===== src/rtl/serial_adder.sv =====
// Bit-serial adder: a + b + cin over WIDTH bits, one full-adder step per clock, LSB first.
// The result is captured into sum/cout on the last bit, and done pulses for one cycle.
module serial_adder #(
    parameter int WIDTH = 8
) (
    input  logic             clk,
    input  logic             rst_n,
    input  logic             start,
    input  logic [WIDTH-1:0] a,
    input  logic [WIDTH-1:0] b,
    input  logic             cin,
    output logic             busy,
    output logic             done,
    output logic [WIDTH-1:0] sum,
    output logic             cout
);

    localparam int CW = $clog2(WIDTH + 1);
    localparam logic [CW-1:0] LAST = CW'(WIDTH - 1);

    typedef enum logic [1:0] {IDLE, RUN, DONE} state_t;

    state_t           state_reg, state_next;
    logic [WIDTH-1:0] sa_reg, sa_next;
    logic [WIDTH-1:0] sb_reg, sb_next;
    logic [WIDTH-1:0] acc_reg, acc_next;
    logic [WIDTH-1:0] sum_reg, sum_next;
    logic [CW-1:0]    cnt_reg, cnt_next;
    logic             c_reg, c_next;
    logic             cout_reg, cout_next;
    logic             busy_reg, busy_next;
    logic             done_reg, done_next;

    logic             s_bit;
    logic             carry_bit;
    logic [WIDTH-1:0] acc_shift;

    assign s_bit     = sa_reg[0] ^ sb_reg[0] ^ c_reg;
    assign carry_bit = (sa_reg[0] & sb_reg[0]) | (sa_reg[0] & c_reg) | (sb_reg[0] & c_reg);

    // Accumulator shifts right with the new sum bit entering at the MSB;
    // after WIDTH steps the first computed bit has reached bit 0.
    genvar gi;
    generate
        for (gi = 0; gi < WIDTH - 1; gi++) begin : g_acc
            assign acc_shift[gi] = acc_reg[gi+1];
        end
    endgenerate
    assign acc_shift[WIDTH-1] = s_bit;

    always_ff @(posedge clk or negedge rst_n) begin
        if (!rst_n) begin
            state_reg <= IDLE;
            sa_reg    <= '0;
            sb_reg    <= '0;
            acc_reg   <= '0;
            sum_reg   <= '0;
            cnt_reg   <= '0;
            c_reg     <= 1'b0;
            cout_reg  <= 1'b0;
            busy_reg  <= 1'b0;
            done_reg  <= 1'b0;
        end else begin
            state_reg <= state_next;
            sa_reg    <= sa_next;
            sb_reg    <= sb_next;
            acc_reg   <= acc_next;
            sum_reg   <= sum_next;
            cnt_reg   <= cnt_next;
            c_reg     <= c_next;
            cout_reg  <= cout_next;
            busy_reg  <= busy_next;
            done_reg  <= done_next;
        end
    end

    always_comb begin
        state_next = state_reg;
        sa_next    = sa_reg;
        sb_next    = sb_reg;
        acc_next   = acc_reg;
        sum_next   = sum_reg;
        cnt_next   = cnt_reg;
        c_next     = c_reg;
        cout_next  = cout_reg;
        case (state_reg)
            IDLE: begin
                if (start) begin
                    sa_next    = a;
                    sb_next    = b;
                    c_next     = cin;
                    cnt_next   = '0;
                    state_next = RUN;
                end
            end
            RUN: begin
                sa_next  = sa_reg >> 1;
                sb_next  = sb_reg >> 1;
                c_next   = carry_bit;
                acc_next = acc_shift;
                cnt_next = cnt_reg + CW'(1);
                if (cnt_reg == LAST) begin
                    sum_next   = acc_shift;
                    cout_next  = carry_bit;
                    state_next = DONE;
                end
            end
            DONE: begin
                state_next = IDLE;
            end
            default: begin
                state_next = IDLE;
            end
        endcase
        // Status flags are registered from the next state so outputs come straight from flops.
        busy_next = (state_next == RUN);
        done_next = (state_next == DONE);
    end

    assign busy = busy_reg;
    assign done = done_reg;
    assign sum  = sum_reg;
    assign cout = cout_reg;

endmodule


===== config.mk =====
export PLATFORM = sky130hd
export DESIGN_NAME = serial_adder
export DESIGN_NICKNAME = d
export VERILOG_FILES = /design/src/rtl/serial_adder.sv
export SDC_FILE = /design/constraint.sdc
export NUM_CORES = 1
export LEC_CHECK = 0
export CAP_MARGIN = 10
export CELL_PAD_IN_SITES_DETAIL_PLACEMENT = 1
export CELL_PAD_IN_SITES_GLOBAL_PLACEMENT = 1
export CORE_MARGIN = 3
export CORE_UTILIZATION = 36
export CTS_CLUSTER_DIAMETER = 120
export DETAILED_ROUTE_END_ITERATION = 16
export PLACE_DENSITY = 0.75
export SLEW_MARGIN = 20
export SYNTH_ARGS = -nofsm -noshare
export SYNTH_HDL_FRONTEND = slang
export SYNTH_SLANG_ARGS = --single-unit

===== constraint.sdc =====
create_clock -name clk -period 1.4 [get_ports clk]
set_clock_uncertainty 0.15 [all_clocks]
set_input_delay 0.28 -clock clk [delete_from_list [all_inputs] [get_ports clk]]
set_output_delay 0.28 -clock clk [all_outputs]
set_load 0.005 [all_outputs]

== Word-level counts from Yosys, hierarchy flattened ==
Index checks and enable logic that the tools add are counted.
Word-level totals
  register bits after elaboration: 42
  bits of input ports: 20
  output and inout bits: 11
  logic and storage cells: 38
Operators by class
  $add $sub $neg: 1
  equality and inequality tests: 5
  muxes and demuxes: 11
  bitwise gates (word level): 7
  reductions and logical operators: 4
Operator list (count)
  $pmux W8 S2: 2
  $mux W8: 2
  $pmux W4 S2: 1
  $add A4 B1 Y4 const B: 1
  $eq A2 B1 Y1 const B: 2
  $eq A4 B3 Y1 const B: 1
  $mux W2: 2
  $mux W4: 1
  $pmux W2 S2: 1
  $reduce_and A2 Y1: 2
  $and A1 B1 Y1: 3
  $eq A2 B2 Y1 const B: 1
  $logic_not A2 Y1: 1
  $ne A2 B2 Y1 const B: 1
  $or A1 B1 Y1: 2
  $pmux W1 S2: 1
  $reduce_bool A2 Y1: 1
  $xor A1 B1 Y1: 2
  $mux W1: 1

== Logic depth before layout (Yosys ltp) ==
Gate-level depths: netlist of run 1.
  depth in word-level cells: 4
  mapped depth: 4
  gate-level depth less buffers: 4

== Worst setup path after synthesis of run 1 ==
No wires, ideal clock.
  path kind: flip-flop to flip-flop
  start: register cnt_reg[0]
  end: register cout_reg, in the netlist cout
  setup time: 0.125 ns
  arrival: 1.323 ns
  data required time: 1.125 ns
  path slack: -0.198 ns
  stages on the path, launching flop included: 5
  buffers on the path: 0
  clock period less this slack: 1.598 ns
  cell sequence: dfrtp_1 ha_1 nand2_1 nor3_4 mux2_2
On the way
  cells in the longest elaborated chain, start to end: 2
Ends and longest elaborated chain
  from (decl): line 28  | logic [CW-1:0] cnt_reg, cnt_next;
  from (signal assigned): line 69  | cnt_reg <= cnt_next;
  $eq A4 B3 Y1: line 102  | if (cnt_reg == LAST) begin
  $reduce_and A2 Y1 (no line)
  to (signal assigned): line 71  | cout_reg <= cout_next;
  to (decl): line 30  | logic cout_reg, cout_next;
No other way between the ends.
A chain may end at the register's enable or synchronous reset.

== Worst setup path in the final report of run 1 ==
  start: register cnt_reg[1]
  end: register sum_reg[3], in the netlist sum[3]
On the way
  cells in the longest elaborated chain, start to end: 2
Ends and longest elaborated chain
  $eq A4 B3 Y1: line 102
  $reduce_and A2 Y1 (no line)
  to (signal assigned): line 68  | sum_reg <= sum_next;
  to (decl): line 27  | logic [WIDTH-1:0] sum_reg, sum_next;
No other way between the ends.

==> results by group, run 1 <==
Worst setup path
  – Required @ worst endpoint: 1430 ps
  – Worst Setup End Kind: register
  – CP cell instances: ha_4 > nand2_4 > nor3_4 > buf_12 > mux2_4
  – Worst path slowest cell: dfrtp_1
  – Crit Path Max Fanout: 8
  – Crit-path max cell delay: 410 ps
  – Crit Path Category: reg -> reg
  – Critical Path AT: between 1500 and 2000 ps
  – Crit start category: register

Floorplanning
  – Die Span X: 74.50 um
  – Io pins: 31
  – Core Area: 4444 um2
  – Die height: 74.50 um
  – Initial core utilization: between 30% and 40%
  – Die area: 5550 um2
  – # rows: 24

Placement
  – Number of instances in the placed design: 233
  – Routability congestion estimate from global placement: around 0.71
  – DP HPWL: roughly 2.7 mm
  – Buffers on Ports: 30
  – Pre-CTS WS: -327.8 ps

Timing
  – Min Hold Slack: 331.2 ps
  – Max Slew Vio Count: 0
  – Max Clock Freq: around 630 MHz
  – Final hold vios: 0
  – Setup tns final: -1716 ps
  – Share of the clock period used by the worst path: 112.8%
  – Slew at the pin closest to its max-slew limit: 248.4 ps
  – Unrepaired setup endpoints after global routing: yes
  – Max_slew headroom: 83.44%
  – Post-route setup slack: -179.7 ps
  – Final setup violation count: 14
  – Period minus WS final: approximately 1600 ps

Final layout
  – Layout Cells excl Fill: 258
  – Synthesis-to-finish area growth: 57.26%
  – Util after Layout: around 60%
  – Layout Nets: 227
  – ANT cells: 0
  – Layout cells sized above 1: 42.23%

Global routing
  – Largest net degree at the start of global routing: 42
  – Vias in the first global route: 1455
  – Initial antenna violation count: 0
  – Grt ovf: 0
  – GR Util All Layers: 17.31%
  – First-pass GRT wire length: 7.155 mm

Job
  – Max_cap viols: 0

Route
  – DRT Pass-1 Iters: 4
  – DR DRC count: 0
  – DRT Wirelength: 4.667 mm
  – ANT nets after route: 0
  – Vias/cell: 5.302
  – Via count: approximately 1400
  – WL/cell: 18.09 um
  – Initial DRC count: 61

Yosys
  – EDFF count, synth: 0
  – Net Count, Synth: 164
  – Netlist cell types: 21
  – Mean Syn Cell Area: 11.90 um2
  – Warnings, synthesis: 0
  – Syn Inst Count: between 100 and 150
  – Top FF cell, synth: dfrtp_1
  – Seq/Total Area, Yosys: 60.74%
  – Yosys reg bits: 41
  – Fraction of registers with async set/reset: 100.0%
  – Netlist Area Pre-Place: 1689 um2

Pwr
  – Switching share of power: 33.01%
  – Pwr dens: 2208 nW/um2
  – Internal power: 3.929 mW
  – Max VDD drop: 0.0008982 V
  – Net switching power: between 1.5 and 2 mW
  – Sequential power share: 34.4%
  – Leak: 1.187 nW
  – Clk pwr share: between 10% and 20%
  – Logic pwr share: 48.8%

Hold path
  – Worst min path class: in -> async

Run status
  – Violated checks: negative setup slack
  – Run status: complete, but fails checks

Clock network
  – Sink Count: 41
  – Max clock buf depth: 2
  – Htree depth: 2
  – Total CTS buffers: 5
  – CTS tree: built
  – Clock-pin slew on the worst setup and hold paths: approximately 70 ps
  – Worst-skew pair later-pin latency: 300 ps
  – Root Driver: clkbuf_8
[cell families (layout without fill, tap and decap cells)]
group,after synthesis,count (layout),share of synthesized area [%]
simple gates,32,32,8.963
mux,17,17,11.26
flops,41,41,60.74
compound gates,41,41,14.96
buf+inv,9,73,2.148
fa+ha+maj,2,2,1.926
[worst paths after layout]
path	start	end	slack (ps)	cells past startpoint
worst max-delay path	cnt_reg[1]	sum[3]	-180	5
worst min-delay path	rst_n	sum[0]	330	3
worst max register to register	cnt_reg[1]	sum[3]	-180	5
worst min register to register	sa_reg[4]	sa_reg[4]	340	2
max in group asynchronous	rst_n	sa_reg[6]	570	3
min in group clk	sa_reg[4]	sa_reg[4]	340	2
[power groups by stage]
stage	registers (mW)	logic [mW]	clock network [mW]
after CTS	1.97	2.36	1.01
after floorplan	1.96	1.07	0
after global placement	1.95	1.90	0
final	2.02	2.86	0.986
after global routing	2.08	3.10	1.06
after detailed placement	1.99	2.01	0
[synthesized netlist by cell type (2+ instances only)]
master | n | share of area, %
mux2_2 | 16 | 11
nand3_1 | 2 | 0.59
nand2_1 | 21 | 4.7
a21oi_1 | 4 | 1.2
nand2b_1 | 2 | 0.74
clkbuf_1 | 6 | 1.3
buf_2 | 2 | 0.59
nor2b_1 | 4 | 1.5
dfrtp_1 | 41 | 61
a22oi_1 | 15 | 6.7
o21ai_0 | 19 | 5.6
[metal layers]
| layer | share of wire (%) | up-vias | global-route usage (%) |
|---|---|---|---|
| met5 | 0 | - | 0 |
| met4 | 0.62 | 0 | 6.126 |
| met3 | 3.7 | 4 | 4.324 |
| met1 | 41 | 702 | 20.19 |
| met2 | 54 | 31 | 30.73 |
| li1 | - | 631 | - |
[per-stage QoR]
step	instance area (um2)	power (mW)
after floorplan	1698	3.031
after global placement	2191	3.849
after detailed placement	2191	3.998
after CTS	2457	5.338
after global routing	2656	6.243
final	2656	5.866
[worst max-delay path, delay by kind of cell, from the launching register on]
| kind | cells | cell delay, ps |
|---|---|---|
| DFF | 1 | 410 |
| and+or+nand+nor | 2 | 270 |
| muxes | 1 | 300 |
| buffers and inverters | 1 | 170 |
| adders and majority gates | 1 | 170 |
[placed cells by master (no fill, tap or decap), types with 7 or more instances in the layout]
master and n:
a22oi_1 13, buf_4 21, clkdlybuf4s15_1 7, clkdlybuf4s50_1 17, dfrtp_1 41, mux2_4 10, nand2_1 8, nand2_2 12
o21ai_1 13
[layout make-up]
type / instances / area (um2)
Fill cell: 454 / 1788
Sequential cell: 41 / 1026
Multi-Input combinational cell: 92 / 798.3
Timing Repair Buffer: 64 / 646.9
Clock buffer: 7 / 86.33
Tap cell: 52 / 65.06
Clock inverter: 1 / 30.03
Inverter: 1 / 3.754
[repair_timing]
action	4_1_cts	5_1_grt
buffers inserted	4	10
cloned	4	0
gates resized for setup	48	39
endpoints found under the hold margin	41	0
pin swaps	3	9
setup endpoints to repair	27	46
hold buffers	1	0
Note: power is estimated with default switching activity, not from simulation.
==> inputs of run 2 (changes only) <==
Settings changed: CORE_MARGIN 3 to 2, SETUP_SLACK_MARGIN from default to 0.15.
==> results by group, run 2 (synthesis gave the netlist of run 1 again) <==
Worst setup path
  – Worst path slowest cell: dfrtp_1
  – Crit start category: register
  – Crit Path Max Fanout: 10 (+2)
  – Crit Path Category: reg -> reg
  – Crit path max-delay family: flip-flops
  – CP cell instances: ha_2 > nand2_2 > nor3_4 > buf_12 > mux2_2
  – Required @ worst endpoint: 1430 ps (about the same)
  – Critical Path AT: 1650 ps (+40 ps)
  – Crit-path max cell delay: 370 ps (-40 ps)
  – Critical path buffers and inverters: 1 (unchanged)
  – Reg-to-reg slack, setup: -220 ps (-40 ps)
  – Worst Setup End Kind: register

Clock network
  – Htree depth: 2 (unchanged)
  – Sink Count: 41 (unchanged)
  – Total CTS buffers: 5 (unchanged)
  – CTS tree: built
  – Worst-skew pair later-pin latency: 300 ps (about the same)
  – Clock-pin slew on the worst setup and hold paths: 70 ps (about the same)
  – Root Driver: clkbuf_8
  – Max clock buf depth: 2 (unchanged)

Timing
  – Share of the clock period used by the worst path: 115.5% (+2.7 points)
  – Setup tns final: -3857 ps (-2141 ps)
  – Min Hold Slack: 330.8 ps (-0.3920 ps)
  – Slew at the pin closest to its max-slew limit: 265.3 ps (+16.86 ps)
  – Period minus WS final: 1617 ps (+37.19 ps)
  – Max Clock Freq: 618.5 MHz (-2.3%)
  – Post-route setup slack: -216.9 ps (-37.19 ps)
  – Final hold vios: 0 (unchanged)
  – Max Slew Vio Count: 0 (unchanged)
  – Unrepaired setup endpoints after global routing: yes
  – Max_slew headroom: 82.31% (-1.1 points)
  – Final setup violation count: 37 (+23)

Route
  – DRT Pass-1 Iters: 5 (+1)
  – Highest routed metal layer: met4
  – ANT nets after route: 0 (unchanged)
  – DRT Wirelength: 5.210 mm (+12%)
  – Via count: 1415 (+3.4%)
  – M1 WL: 2.012 mm (+4.3%)
  – DR WL met2: 2.830 mm (+12%)
  – Initial DRC count: 33 (-46%)
  – WL/cell: 19.81 um (+9.5%)
  – Met3 WL: 211 um (+22%)
  – Vias/cell: 5.380 (+1.5%)
  – DR DRC count: 0 (unchanged)

Final layout
  – ANT cells: 0 (unchanged)
  – Most frequent cells in the layout: dfrtp_1 (41), buf_4 (20), clkdlybuf4s50_1 (17)
  – Layout cells sized above 1: 58.29% (+16 points)
  – Layout Cells excl Fill: 263 (+1.9%)
  – Util after Layout: 63.06% (+3.3 points)
  – Fillers: 437 (-3.7%)
  – Synthesis-to-finish area growth: 65.93%
  – Layout Nets: 233 (+2.6%)
  – Commonest non-fill, non-tap cell in the layout: dfrtp_1

Placement
  – Buffers on Ports: 30 (unchanged)
  – DP HPWL: 2.693 mm (-0.28%)
  – Number of instances in the placed design: 232 (-0.43%)
  – Routability congestion estimate from global placement: 0.7636 (+7.2%)

Floorplanning
  – Core Area: 4444 um2 (unchanged)
  – Die area: 5256 um2 (-5.3%)
  – Die height: 72.50 um (-2.7%)
  – Initial core utilization: 38.01% (unchanged)
  – Io pins: 31 (unchanged)
  – Die Span X: 72.50 um (-2.7%)
  – # rows: 24 (unchanged)

Pwr
  – Max VDD drop: 0.0009014 V (+0.36%)
  – Clk pwr share: 12.5% (-4.3 points)
  – Sequential power share: 32.6% (-1.8 points)
  – Internal power: 4.042 mW (+2.9%)
  – Total power: 6.330 mW (+7.9%)
  – Switching share of power: 36.14% (+3.1 points)
  – Pwr dens: 2259 nW/um2 (+2.3%)
  – Leak: 1.353 nW (+14%)
  – Logic pwr share: 54.9% (+6.1 points)
  – Net switching power: 2.288 mW (+18%)

Global routing
  – First-pass GRT wire length: 7.907 mm (+11%)
  – GR Util All Layers: 19.87% (+2.6 points)
  – Vias in the first global route: 1508 (+3.6%)
  – Grt ovf: 0 (unchanged)
  – Initial antenna violation count: 0 (unchanged)
  – Largest net degree at the start of global routing: 42 (unchanged)

Job
  – Max_cap viols: 0 (unchanged)

Run status
  – Violated checks: negative setup slack
  – Run status: complete, but fails checks

Hold path
  – Worst min path class: in -> async
[run 2: changes by cell type in the layout (fill, tap and decap cells not counted), sizes merged]
| cell | before | now |
|---|---|---|
| buf | 34 | 51 |
| clkdlybuf4s15 | 7 | 0 |
| dlygate4sd2 | 5 | 1 |
| bufinv | 1 | 0 |
[run 2: layer usage]
layer | up-vias | GRT usage (%)
met3 | 14 | 5.417
met2 | 42 | 34.96
li1 | 639 | -
met1 | 720 | 23.71
met4 | 0 | 5.967
met5 | - | 0
[run 2: worst reg2reg max path, delay by kind of cell (launching register included)]
family | cells | cell delay, ps
mux | 1 | 340
simple gates | 2 | 270
fa+ha+maj | 1 | 210
flops | 1 | 370
buf+inv | 1 | 170
[run 2: stage by stage]
step           worst slack, ps  area, um2
2_1_floorplan           -192.6       1743
3_3_place_gp            -161.9       2215
3_5_place_dp            -230.1       2215
4_1_cts                 -152.9       2572
5_1_grt                 -270.9       2803
6_report                -216.9       2803
[run 2: final timing paths]
path | start | endpoint | cells past startpoint
min in group clk | sum[1] | sum[1] | 1
max reg2reg | cnt_reg[0] | sum[7] | 5
max | cnt_reg[0] | sum[7] | 5
min | rst_n | acc_reg[1] | 3
max in group asynchronous | rst_n | sum[7] | 3
min reg2reg | sum[1] | sum[1] | 1
[run 2: repair_timing]
item / 4_1_cts / 5_1_grt
resized for setup: 105 / 47
buffers inserted: 14 / 6
hold buffers: 1 / 0
endpoints found under the setup margin: 49 / 49
hold endpoints to repair: 41 / 0
pin swaps: 13 / 15
gates cloned: 3 / 0
[run 2: layout make-up]
class	instances	area (um2)	area share, %
sequential	41	1026	36.61
multi-input combinational	92	922.1	32.90
inverter	1	3.754	0.1339
clock buffer	7	86.33	3.080
tap	52	65.06	2.321
timing repair buffer	70	699.4	24.96
[run 2: power groups by stage]
stage	sequential, mW	combinational, mW	clock [mW]
6_report	2.07	3.47	0.791
5_1_grt	2.12	3.69	0.844
4_1_cts	2.01	2.82	0.798
3_5_place_dp	2.01	2.13	0
3_3_place_gp	1.97	1.99	0
2_1_floorplan	1.98	1.22	0
